==> src/rtl/btn_repeat_pulser.sv <==
// Push-button conditioner: 2-flop synchroniser, stable-count debounce, press pulse
// and optional hold-to-repeat pulses (enabled by defining BTN_AUTOREPEAT_EN).
module btn_repeat_pulser #(
    parameter int DEBOUNCE_CYCLES      = 1000000,
    parameter int REPEAT_DELAY_CYCLES  = 50000000,
    parameter int REPEAT_PERIOD_CYCLES = 20000000,
    parameter int CNT_W                = 26
) (
    input  logic CLK100MHZ,
    input  logic Reset,
    input  logic BTN_raw,
    output logic BTN_level,
    output logic BTN_pulse
);

    localparam logic [CNT_W-1:0] CNT_ZERO = {CNT_W{1'b0}};
    localparam logic [CNT_W-1:0] CNT_ONE  = {{(CNT_W-1){1'b0}}, 1'b1};
    localparam logic [CNT_W-1:0] DB_TC    = CNT_W'(DEBOUNCE_CYCLES - 1);

`ifdef BTN_AUTOREPEAT_EN
    localparam logic [CNT_W-1:0] DLY_TC   = CNT_W'(REPEAT_DELAY_CYCLES - 1);
    localparam logic [CNT_W-1:0] PER_TC   = CNT_W'(REPEAT_PERIOD_CYCLES - 1);

    typedef enum logic [1:0] {
        ST_IDLE   = 2'd0,
        ST_HELD   = 2'd1,
        ST_REPEAT = 2'd2
    } state_t;

    logic [CNT_W-1:0] r_rcnt;
`else
    typedef enum logic [1:0] {
        ST_IDLE   = 2'd0,
        ST_HELD   = 2'd1
    } state_t;
`endif

    logic             r_sync1;
    logic             r_sync2;
    logic             r_level;
    logic             r_pulse;
    logic [CNT_W-1:0] r_dcnt;
    state_t           r_state;

    logic             w_differ;
    logic             w_accept;
    logic             w_level_nxt;

    // The FSM reacts to the level being accepted this cycle, so the press pulse
    // lines up with BTN_level and a release can never coincide with a repeat.
    assign w_differ    = (r_sync2 != r_level);
    assign w_accept    = w_differ && (r_dcnt == DB_TC);
    assign w_level_nxt = w_accept ? r_sync2 : r_level;

    assign BTN_level   = r_level;
    assign BTN_pulse   = r_pulse;

    // Two-flop synchroniser for the asynchronous button pin.
    always_ff @(posedge CLK100MHZ or negedge Reset) begin
        if (!Reset) begin
            r_sync1 <= 1'b0;
            r_sync2 <= 1'b0;
        end else begin
            r_sync1 <= BTN_raw;
            r_sync2 <= r_sync1;
        end
    end

    // Stable-count debounce: a level change needs DEBOUNCE_CYCLES disagreeing samples.
    always_ff @(posedge CLK100MHZ or negedge Reset) begin
        if (!Reset) begin
            r_dcnt  <= CNT_ZERO;
            r_level <= 1'b0;
        end else if (!w_differ) begin
            r_dcnt  <= CNT_ZERO;
        end else if (w_accept) begin
            r_dcnt  <= CNT_ZERO;
            r_level <= r_sync2;
        end else begin
            r_dcnt  <= r_dcnt + CNT_ONE;
        end
    end

    // Press state machine with registered pulse output.
    always_ff @(posedge CLK100MHZ or negedge Reset) begin
        if (!Reset) begin
            r_state <= ST_IDLE;
            r_pulse <= 1'b0;
`ifdef BTN_AUTOREPEAT_EN
            r_rcnt  <= CNT_ZERO;
`endif
        end else begin
            r_pulse <= 1'b0;
            case (r_state)
                ST_IDLE: begin
                    if (w_level_nxt && !r_level) begin
                        r_pulse <= 1'b1;
                        r_state <= ST_HELD;
                    end else begin
                        r_state <= ST_IDLE;
                    end
`ifdef BTN_AUTOREPEAT_EN
                    r_rcnt <= CNT_ZERO;
`endif
                end
                ST_HELD: begin
                    if (!w_level_nxt) begin
                        r_state <= ST_IDLE;
`ifdef BTN_AUTOREPEAT_EN
                        r_rcnt  <= CNT_ZERO;
                    end else if (r_rcnt == DLY_TC) begin
                        r_pulse <= 1'b1;
                        r_rcnt  <= CNT_ZERO;
                        r_state <= ST_REPEAT;
                    end else begin
                        r_rcnt  <= r_rcnt + CNT_ONE;
`else
                    end else begin
`endif
                        r_state <= ST_HELD;
                    end
                end
`ifdef BTN_AUTOREPEAT_EN
                ST_REPEAT: begin
                    if (!w_level_nxt) begin
                        r_state <= ST_IDLE;
                        r_rcnt  <= CNT_ZERO;
                    end else if (r_rcnt == PER_TC) begin
                        r_pulse <= 1'b1;
                        r_rcnt  <= CNT_ZERO;
                        r_state <= ST_REPEAT;
                    end else begin
                        r_rcnt  <= r_rcnt + CNT_ONE;
                        r_state <= ST_REPEAT;
                    end
                end
`endif
                default: begin
                    r_state <= ST_IDLE;
`ifdef BTN_AUTOREPEAT_EN
                    r_rcnt  <= CNT_ZERO;
`endif
                end
            endcase
        end
    end

endmodule

==> config.mk <==
export PLATFORM = sky130hd
export DESIGN_NAME = btn_repeat_pulser
export DESIGN_NICKNAME = d
export VERILOG_FILES = /design/src/rtl/btn_repeat_pulser.sv
export SDC_FILE = /design/constraint.sdc
export NUM_CORES = 1
export LEC_CHECK = 0
export BUFFER_PORTS_ARGS = -buffer_cell sky130_fd_sc_hd__buf_2
export CELL_PAD_IN_SITES_DETAIL_PLACEMENT = 1
export CELL_PAD_IN_SITES_GLOBAL_PLACEMENT = 2
export CORE_ASPECT_RATIO = 1.25
export CORE_MARGIN = 2
export CORE_UTILIZATION = 36
export DETAILED_ROUTE_END_ITERATION = 7
export GPL_TIMING_DRIVEN = 0
export PLACE_DENSITY = 0.82
export SLEW_MARGIN = 20
export SYNTH_ARGS = -nofsm -noshare
export SYNTH_HDL_FRONTEND = slang
export SYNTH_SLANG_ARGS = --single-unit
==> constraint.sdc <==
create_clock -name CLK100MHZ -period 1.85 [get_ports CLK100MHZ]
set_clock_uncertainty 0.2 [all_clocks]
set_input_delay 0.37 -clock CLK100MHZ [delete_from_list [all_inputs] [get_ports CLK100MHZ]]
set_output_delay 0.37 -clock CLK100MHZ [all_outputs]
set_load 0.01 [all_outputs]
# Word level (Yosys, flattened, before mapping)
# Index checks and enable logic that the tools add are counted.
word_totals:
  wordCells: 22
  reg_bits: 32
op_classes:
  n_eq_ne: 3
  addsub: 1
  n_reduce_logical: 4
  mux: 8
op_table:
  columns: ["cell", "count"]
  rows:
  - ["two-way mux 26 bit", 2]
  - ["adder 26 x 1 -> 26 bit (second input constant)", 1]
  - ["== test 26 x 20 -> 1 bit (second input constant)", 1]
  - ["two-way mux 1 bit", 5]
  - ["case mux 2 bit (2 select lines)", 1]
  - ["== test 2 x 1 -> 1 bit (second input constant)", 1]
  - ["logical AND 1 bit", 2]
  - ["zero test 2 bit", 1]
  - ["zero test 1 bit", 1]
  - ["!= test 1 bit", 1]

# Depth between registers and ports, before layout
# Gate-level depths: netlist of run 1.
logic_depth:
  depth_word: 6
  mapped_depth: 7
  ltp_nobuf: 5

# Least setup slack after synthesis of run 1
# OpenSTA, ideal clock, no wires.
synth_timing:
  path_type: "flip-flop to flip-flop"
  start: "register r_dcnt[0]"
  end: "register r_level (netlist: BTN_level)"
  setup_ns: 0.125
  path_stages_with_launch: 7
  period_less_slack_ns: 1.962
  required_time_ns: 1.525
  path_buffers: 1
  t_arrival_ns: 1.637
  setup_slack_ns: -0.112
  cell_sequence: "dfrtp_1 -> ha_1 -> and3_1 -> buf_2 -> nand3_2 -> or3_4 -> mux2_4"
synth_between:
  elab_chain_cells: 3
synth_lines:
  columns: ["element", "line_no", "rtl"]
  rows:
  - ["from (decl)", "42", "logic [CNT_W-1:0] r_dcnt;"]
  - ["from (signal assigned)", "80", "r_dcnt <= r_dcnt + CNT_ONE;"]
  - ["== test 26 x 20 -> 1 bit", "52", "assign w_accept = w_differ && (r_dcnt == DB_TC);"]
  - ["logical AND 1 bit", "52", null]
  - ["two-way mux 1 bit", null, null]
  - ["to (signal assigned)", "78", "r_level <= r_sync2;"]
  - ["to (decl)", "40", "logic r_level;"]
# No other way between the ends.
# A chain may end at the register's enable or synchronous reset.

# Worst setup path after layout of run 1
layout_timing:
  start: "register r_dcnt[10]"
  end: "register r_dcnt[23]"
layout_between:
  elab_chain_cells: 4
  word_cells_on_any_way: 5
  cone_classes: "add/sub: 1; eq/ne: 1; mux: 2; reduce/logical: 1"
layout_lines:
  columns: ["element", "line_no", "rtl"]
  rows:
  - ["parallel branches: the longest is 2 deep, another holds adder 26 x 1 -> 26 bit", null, null]
  - ["two-way mux 26 bit *", "76", "end else if (w_accept) begin"]
  - ["two-way mux 26 bit *", "74", "end else if (!w_differ) begin"]
# Every way passes the cells marked *.

==> impl_metrics.tcl, run 1 <==
set metrics [dict create \
    synthSimpleGateAreaFrac_pct 26.9 \
    fin_crit_sh_pct 109 \
    synth_fa_ha_area_share_pct 0.812 \
    fillers 473 \
    ys_types 34 \
    critPathMaxFanout 5 \
    clock.fmax_mhz 496 \
    drt_iter0_drc 23 \
    synth.top_cells.by_area "dfrtp_1 50%, xor2_1 8.5%, nor2_1 3.7%" \
    syn-num-nets 149 \
    ff_latch_area_um2 779 \
    via_per_inst 5.44 \
    area_growth_pct 32.9 \
    power.density_nw_per_um2 631 \
    peakVddDrop_mv 0.576 \
    violations "setup timing" \
    grt_usage_pct 18.3 \
    fp-row-count 26 \
    antenna_found_initial 0 \
    place_congestion 0.676 \
    hold_ws_ps 157 \
    path_clk_slew_ps 70 \
    ant_nets 0 \
    io_pins 5 \
    yosys-top-cells-count "31 x dfrtp_1, 15 x nor2_1, 15 x xor2_1" \
    drc 0 \
    avgSynthCellArea_um2 10.6 \
    critPathMaxStageDelay_ps 430 \
    yosysTopAreaCellShare_pct 50.3 \
    rsz0062_at_grt "yes" \
    wl_per_cell_um 17.3 \
    synth_cells 145 \
    required_ps 1810 \
    drive_above_1_share_pct 42.1 \
    hpwl_um 2450 \
    die_w_um 62.5 \
    hold_path_class "flip-flop to flip-flop" \
    synth_top_family_by_area "simple AND/OR/NAND/NOR gates" \
    path_class "flip-flop to flip-flop" \
    status "finished with violations" \
    synth.area.mux_share_pct 0.974 \
    clockBufferDepth 2 \
    floorplan.die_area_um2 4820 \
    setup_ws_ps -165 \
    tightest_slew_ps 708 \
    clkLatencyLatePin_ps 280 \
    num_antenna_cells 0 \
    ys_ff_latch 31 \
    portBuffers 4 \
    synth_compound_area_share_pct 8.44 \
    synth_most_common_cell "dfrtp_1" \
    core-area_um2 4100 \
    fin_nets 181 \
    cts.sinks 31 \
    ys_warn_count 0 \
    drt_pre_antenna_iters 4 \
    cp_slowest_cell "dfrtp_2" \
    leakage_nw 0.853 \
    fin_setup_tns_ps -3720 \
    grt_overflow 0 \
    vias 1272 \
    slew_viol_final 0 \
    synth_ff_type "dfrtp_1" \
    path_cells "nor4bb_4 > nand4_1 > buf_4 > o31ai_4 > buf_6 > buf_6 > a21oi_2" \
    synth.largest_area_cell "dfrtp_1" \
    async_reset_ff_share_pct 100 \
    place_inst 205 \
    numCtsBuffers 5 \
    period_needed_ps 2010 \
    end_kind "flip-flop" \
    arrival_ps 1970 \
    initial_core_util_pct 37.6 \
    grt_pass1_wl_um 6800 \
    chipHeight_um 77.2 \
    wirelength_um 4040 \
    clock-root-buffer "clkbuf_8" \
    synth-xor-area-share_pct 9.09 \
    cap_violations 0 \
    synth_enable_flop_cells 0 \
    cts_tree "yes" \
    fin_cells 234 \
    hold_viol_final 0 \
    grt_pass1_vias 1418 \
    setup_violations 26 \
    yosysSeqAreaShare_pct 50.3 \
    htreeDepth 2 \
    grt_max_degree 32 \
    cp_common_cell "buf_6" \
    place_ws_ps -455 \
    critPathLaunchType "flip-flop" \
    slew_headroom_pct 52.8 \
    multi_input_area_um2 850 \
    synth_area_um2 1540 \
]
==> routing by layer <==
metal / vias up / wire (um) / global-route usage [%]
met5: - / 0 / 0
met4: 0 / 161 / 10.4
met3: 16 / 125 / 3.96
met2: 32 / 2140 / 32.0
met1: 632 / 1610 / 20.3
li1: 592 / - / -
==> state kept, by name, indices dropped and copies added (netlist names) <==
signal / count
r_state: 1
r_sync1: 1
BTN_level: 1
r_sync2: 1
BTN_pulse: 1
r_dcnt: 26
==> power by group <==
part           total (mW)  internal [mW]  switching (mW)
clock network       0.516          0.262           0.254
logic              0.0832         0.0389          0.0443
registers           0.692          0.685         0.00702
total                1.29          0.987           0.305
==> worst max-delay path: cells and delay by family (launching register included) <==
family,cells,cell delay (ps)
compound gates,2,290
buf+inv,3,490
flops,1,430
simple gates,2,470
==> through the flow <==
step           cell area [um^2]  power [mW]  utilization [%]
2_1_floorplan              1560       0.721                -
5_1_grt                    2050        1.35             50.0
3_3_place_gp               1650       0.743             40.2
4_1_cts                    1990        1.29             48.4
3_5_place_dp               1650       0.746             40.2
6_report                   2050        1.29             50.0
==> layout make-up <==
| class | instances | area share [%] |
|---|---|---|
| plain buffers | 6 | 2.50 |
| clock buffers | 6 | 3.54 |
| clock inverters | 2 | 0.611 |
| inverters | 1 | 0.183 |
| multi-input cells | 106 | 41.5 |
| flip-flops and latches | 31 | 38.1 |
| well taps | 56 | 3.42 |
| repair buffers | 26 | 10.2 |
==> final timing paths <==
path	start	end	slack (ps)	cells after the start
worst max-delay path	r_dcnt[10]	r_dcnt[23]	-160	7
worst min-delay path	r_sync1	r_sync2	160	0
worst max register to register	r_dcnt[10]	r_dcnt[23]	-160	7
worst min register to register	r_sync1	r_sync2	160	0
max in group asynchronous	Reset	r_dcnt[4]	470	2
min in group asynchronous	Reset	r_dcnt[8]	490	2
==> placed cells by master (no fill, tap or decap), types with 2 or more instances in the layout <==
master and instances:
a21oi_2 9, and2_1 2, and3_1 3, and3_4 2, and4_1 4, buf_2 6, buf_4 17, buf_6 6
clkbuf_8 5, dfrtp_1 28, dfrtp_2 3, dlygate4sd3_1 2, nand2_1 9, nand3_1 4, nand4_1 8, nand4_4 2
nor2_1 3, nor2_2 10, nor2_4 2, nor4_1 2, o21ai_0 4, o31ai_1 4, or3_1 5, or4_1 3
xor2_1 15
==> cell families after synthesis <==
family	Yosys count
and+or+nand+nor	67
buffers and inverters	8
DFF	31
muxes	1
xor gates and xnor gates	16
AOI/OAI and AO/OA	21
adders and majority gates	1
==> repair_timing <==
item / CTS / global route
endpoints found under the hold margin: 32 / 0
gates cloned: 2 / 0
setup buffers: 14 / 5
hold buffers: 2 / 0
setup endpoints to repair: 28 / 28
gates resized for setup: 30 / 14
pin swaps: 18 / 5
(Power assumes the default switching activity.)
==> inputs of run 2 (changes only) <==
--- a/config.mk
+++ b/config.mk
@@ -5,12 +5,13 @@
 export SDC_FILE = /design/constraint.sdc
 export NUM_CORES = 1
 export LEC_CHECK = 0
+export ABC_AREA = 1
 export BUFFER_PORTS_ARGS = -buffer_cell sky130_fd_sc_hd__buf_2
 export CELL_PAD_IN_SITES_DETAIL_PLACEMENT = 1
 export CELL_PAD_IN_SITES_GLOBAL_PLACEMENT = 2
 export CORE_ASPECT_RATIO = 1.25
 export CORE_MARGIN = 2
-export CORE_UTILIZATION = 36
+export CORE_UTILIZATION = 32
 export DETAILED_ROUTE_END_ITERATION = 7
 export GPL_TIMING_DRIVEN = 0
 export PLACE_DENSITY = 0.82
==> run 2 against run 1 <==
Effect of this change:
- the run now ends clean
- cell count up 38%
- via count up 19%
- wire length up 11%
- power up 3.5%
- clock-buffer cell count up 2
- largest cell class unchanged
==> impl_metrics.tcl, run 2 <==
set metrics [dict create \
    clockBufferDepth 2 \
    fin_area_um2 2080 \
    synth_most_common_cell "nand2_1" \
    grt_usage_pct 16.5 \
    die_w_um 71.2 \
    path_clk_slew_ps 70 \
    min_to "r_sync2" \
    num_antenna_cells 0 \
    place_congestion 0.779 \
    synth_enable_flop_cells 0 \
    setup_violations 0 \
    power.density_nw_per_um2 644 \
    swShare_pct 22.3 \
    end_kind "flip-flop" \
    slew_viol_final 0 \
    synth_cells 243 \
    final_common_cell "nand2_1" \
    drive_above_1_share_pct 17.0 \
    wl_per_cell_um 13.9 \
    grt_max_degree 32 \
    p_sw_uw 297 \
    place_ws_ps -20.6 \
    htreeDepth 2 \
    leakage_nw 0.916 \
    critPathMaxFanout 4 \
    p_comb_share_pct 3.7 \
    async_reset_ff_share_pct 100 \
    largest-register "r_dcnt" \
    synth_area_um2 1810 \
    final_util_pct 38.1 \
    arrival_ps 1700 \
    fp-row-count 30 \
    clock.fmax_mhz 580 \
    grt_overflow 0 \
    fin_nets 262 \
    area_growth_pct 14.9 \
    yosysTopAreaCellShare_pct 42.9 \
    required_ps 1830 \
    r2r_start "r_dcnt[0]" \
    setup_ws_ps 124 \
    hold_ws_ps 158 \
    cap_violations 0 \
    clkLatencyLatePin_ps 280 \
    r2r_slack_ps 120 \
    internal_power_mw 1.04 \
    reg2reg_to "r_dcnt[12]" \
    drt_pre_antenna_iters 4 \
    whs_path_depth 0 \
    wirelength_um 4490 \
    cts.sinks 31 \
    synth_ff_type "dfrtp_1" \
    seqPwrFrac_pct 51.7 \
    layout_common_cells "63 x nand2_1, 59 x nor2_1, 31 x dfrtp_1, 20 x inv_1, 15 x nand3_1" \
    hpwl_um 3430 \
    ff2ff_path_depth 9 \
    drt_iter0_drc 31 \
    clkPwrFrac_pct 44.6 \
    place_area_um2 1910 \
    clock-root-buffer "clkbuf_8" \
    ys_warn_count 0 \
    ant_nets 0 \
    vias 1519 \
    synth.top_cells.by_area "dfrtp_1 43%, nand2_1 13%, nor2_1 12%" \
    yosys-top-cells-count "63 x nand2_1, 59 x nor2_1, 31 x dfrtp_1" \
    core-area_um2 5440 \
    yosysSeqAreaShare_pct 42.9 \
    peakVddDrop_mv 0.387 \
    synth.largest_area_cell "dfrtp_1" \
    status "finished clean" \
    holdCritStartpoint "r_sync1" \
    cts_tree "yes" \
    period_needed_ps 1730 \
    hold_path_class "flip-flop to flip-flop" \
    avgSynthCellArea_um2 7.44 \
    largest_reg_flops 26 \
    grt_pass1_vias 1614 \
    via_per_inst 4.70 \
    grt_pass1_wl_um 7820 \
    floorplan.die_area_um2 6270 \
    syn-num-nets 247 \
    numCtsBuffers 5 \
    path_class "flip-flop to flip-flop" \
    slew_headroom_pct 50.8 \
    initial_core_util_pct 33.2 \
    critPathLaunchType "flip-flop" \
    chipHeight_um 88.0 \
    power_mw 1.34 \
    antenna_found_initial 0 \
    io_pins 5 \
    hold_viol_final 0 \
    portBuffers 4 \
    tightest_slew_ps 738 \
    ys_ff_latch 31 \
    drc 0 \
    ys_types 23 \
    fin_crit_sh_pct 93.3 \
]
[run 2: cell count changes in the layout (fill, tap and decap cells not counted), sizes merged, moves of 6 or more]
cell	change
a21oi	-9
buf	-23
inv	+22
nand2	+64
nand3	+11
nand4	-9
nor2	+59
or3	-6
xor2	-6
[run 2: cells by family (layout without fill, tap and decap cells)]
kind of cell,after synthesis,count (layout),synth area share [%]
AO/OA/AOI/OAI,1,1,0.277
flip-flops,31,31,42.9
XOR/XNOR,15,15,7.27
AND/OR/NAND/NOR,171,171,43.6
adder cells (fa/ha/maj),1,1,0.692
buffers and inverters,24,40,5.19
[run 2: power groups by stage]
stage | Sequential, mW | Combinational (mW) | Clock, mW
after floorplan | 0.703 | 0.0202 | 0
after global placement | 0.704 | 0.0446 | 0
after detailed placement | 0.704 | 0.0458 | 0
after CTS | 0.691 | 0.0504 | 0.619
after global routing | 0.692 | 0.0577 | 0.636
final | 0.692 | 0.0495 | 0.596
[run 2: worst max-delay path, cell delays in order, from the launching register on]
cell and delay, ps:
dfrtp_1 410, ha_1 240, nand2_2 140, nor2_8 70, buf_12 130, nand2_4 100
inv_2 50, nand2_1 70, xor2_1 180, nor2_2 40
[run 2: worst max-delay path by stage]
stage / startpoint / depth (start not counted) / slack, ps / endpoint
2_1_floorplan: r_dcnt[0] / 8 / 300 / r_dcnt[14]
3_3_place_gp: r_sync2 / 4 / 9 / r_dcnt[9]
3_5_place_dp: r_sync2 / 4 / -20 / r_dcnt[9]
4_1_cts: r_dcnt[0] / 8 / 80 / r_dcnt[9]
5_1_grt: r_dcnt[0] / 9 / -4 / r_state[0]
6_report: r_dcnt[0] / 9 / 120 / r_dcnt[12]
[run 2: layout make-up]
type / instances / area (um^2)
flip-flops and latches: 31 / 776
inverters: 23 / 86.3
clock buffers: 8 / 100
well taps: 64 / 80.1
multi-input cells: 188 / 958
plain buffers: 1 / 7.51
repair buffers: 8 / 67.6
fillers: 675 / 3370
[run 2: per-layer routing]
metal	up-vias	routed length [um]	GRT usage (%)
met2	16	2390	30.6
met1	733	1930	18.7
met3	6	87	2.76
li1	764	-	-
met4	0	85	6.69
met5	-	0	0
[run 2: what timing repair did]
| action | 4_1_cts | 5_1_grt |
|---|---|---|
| gates resized for setup | 2 | 1 |
| buffers inserted | 0 | 2 |
| hold endpoints to repair | 32 | 0 |
| pin swaps | 0 | 1 |
| gates cloned | 0 | 0 |
| endpoints found under the setup margin | 7 | 10 |
| hold buffers | 2 | 0 |
[run 2: stage by stage]
stage	instances	TNS, ps
2_1_floorplan	243	0
3_3_place_gp	311	0
3_5_place_dp	311	-60.4
4_1_cts	321	0
5_1_grt	323	-3.52
6_report	323	0
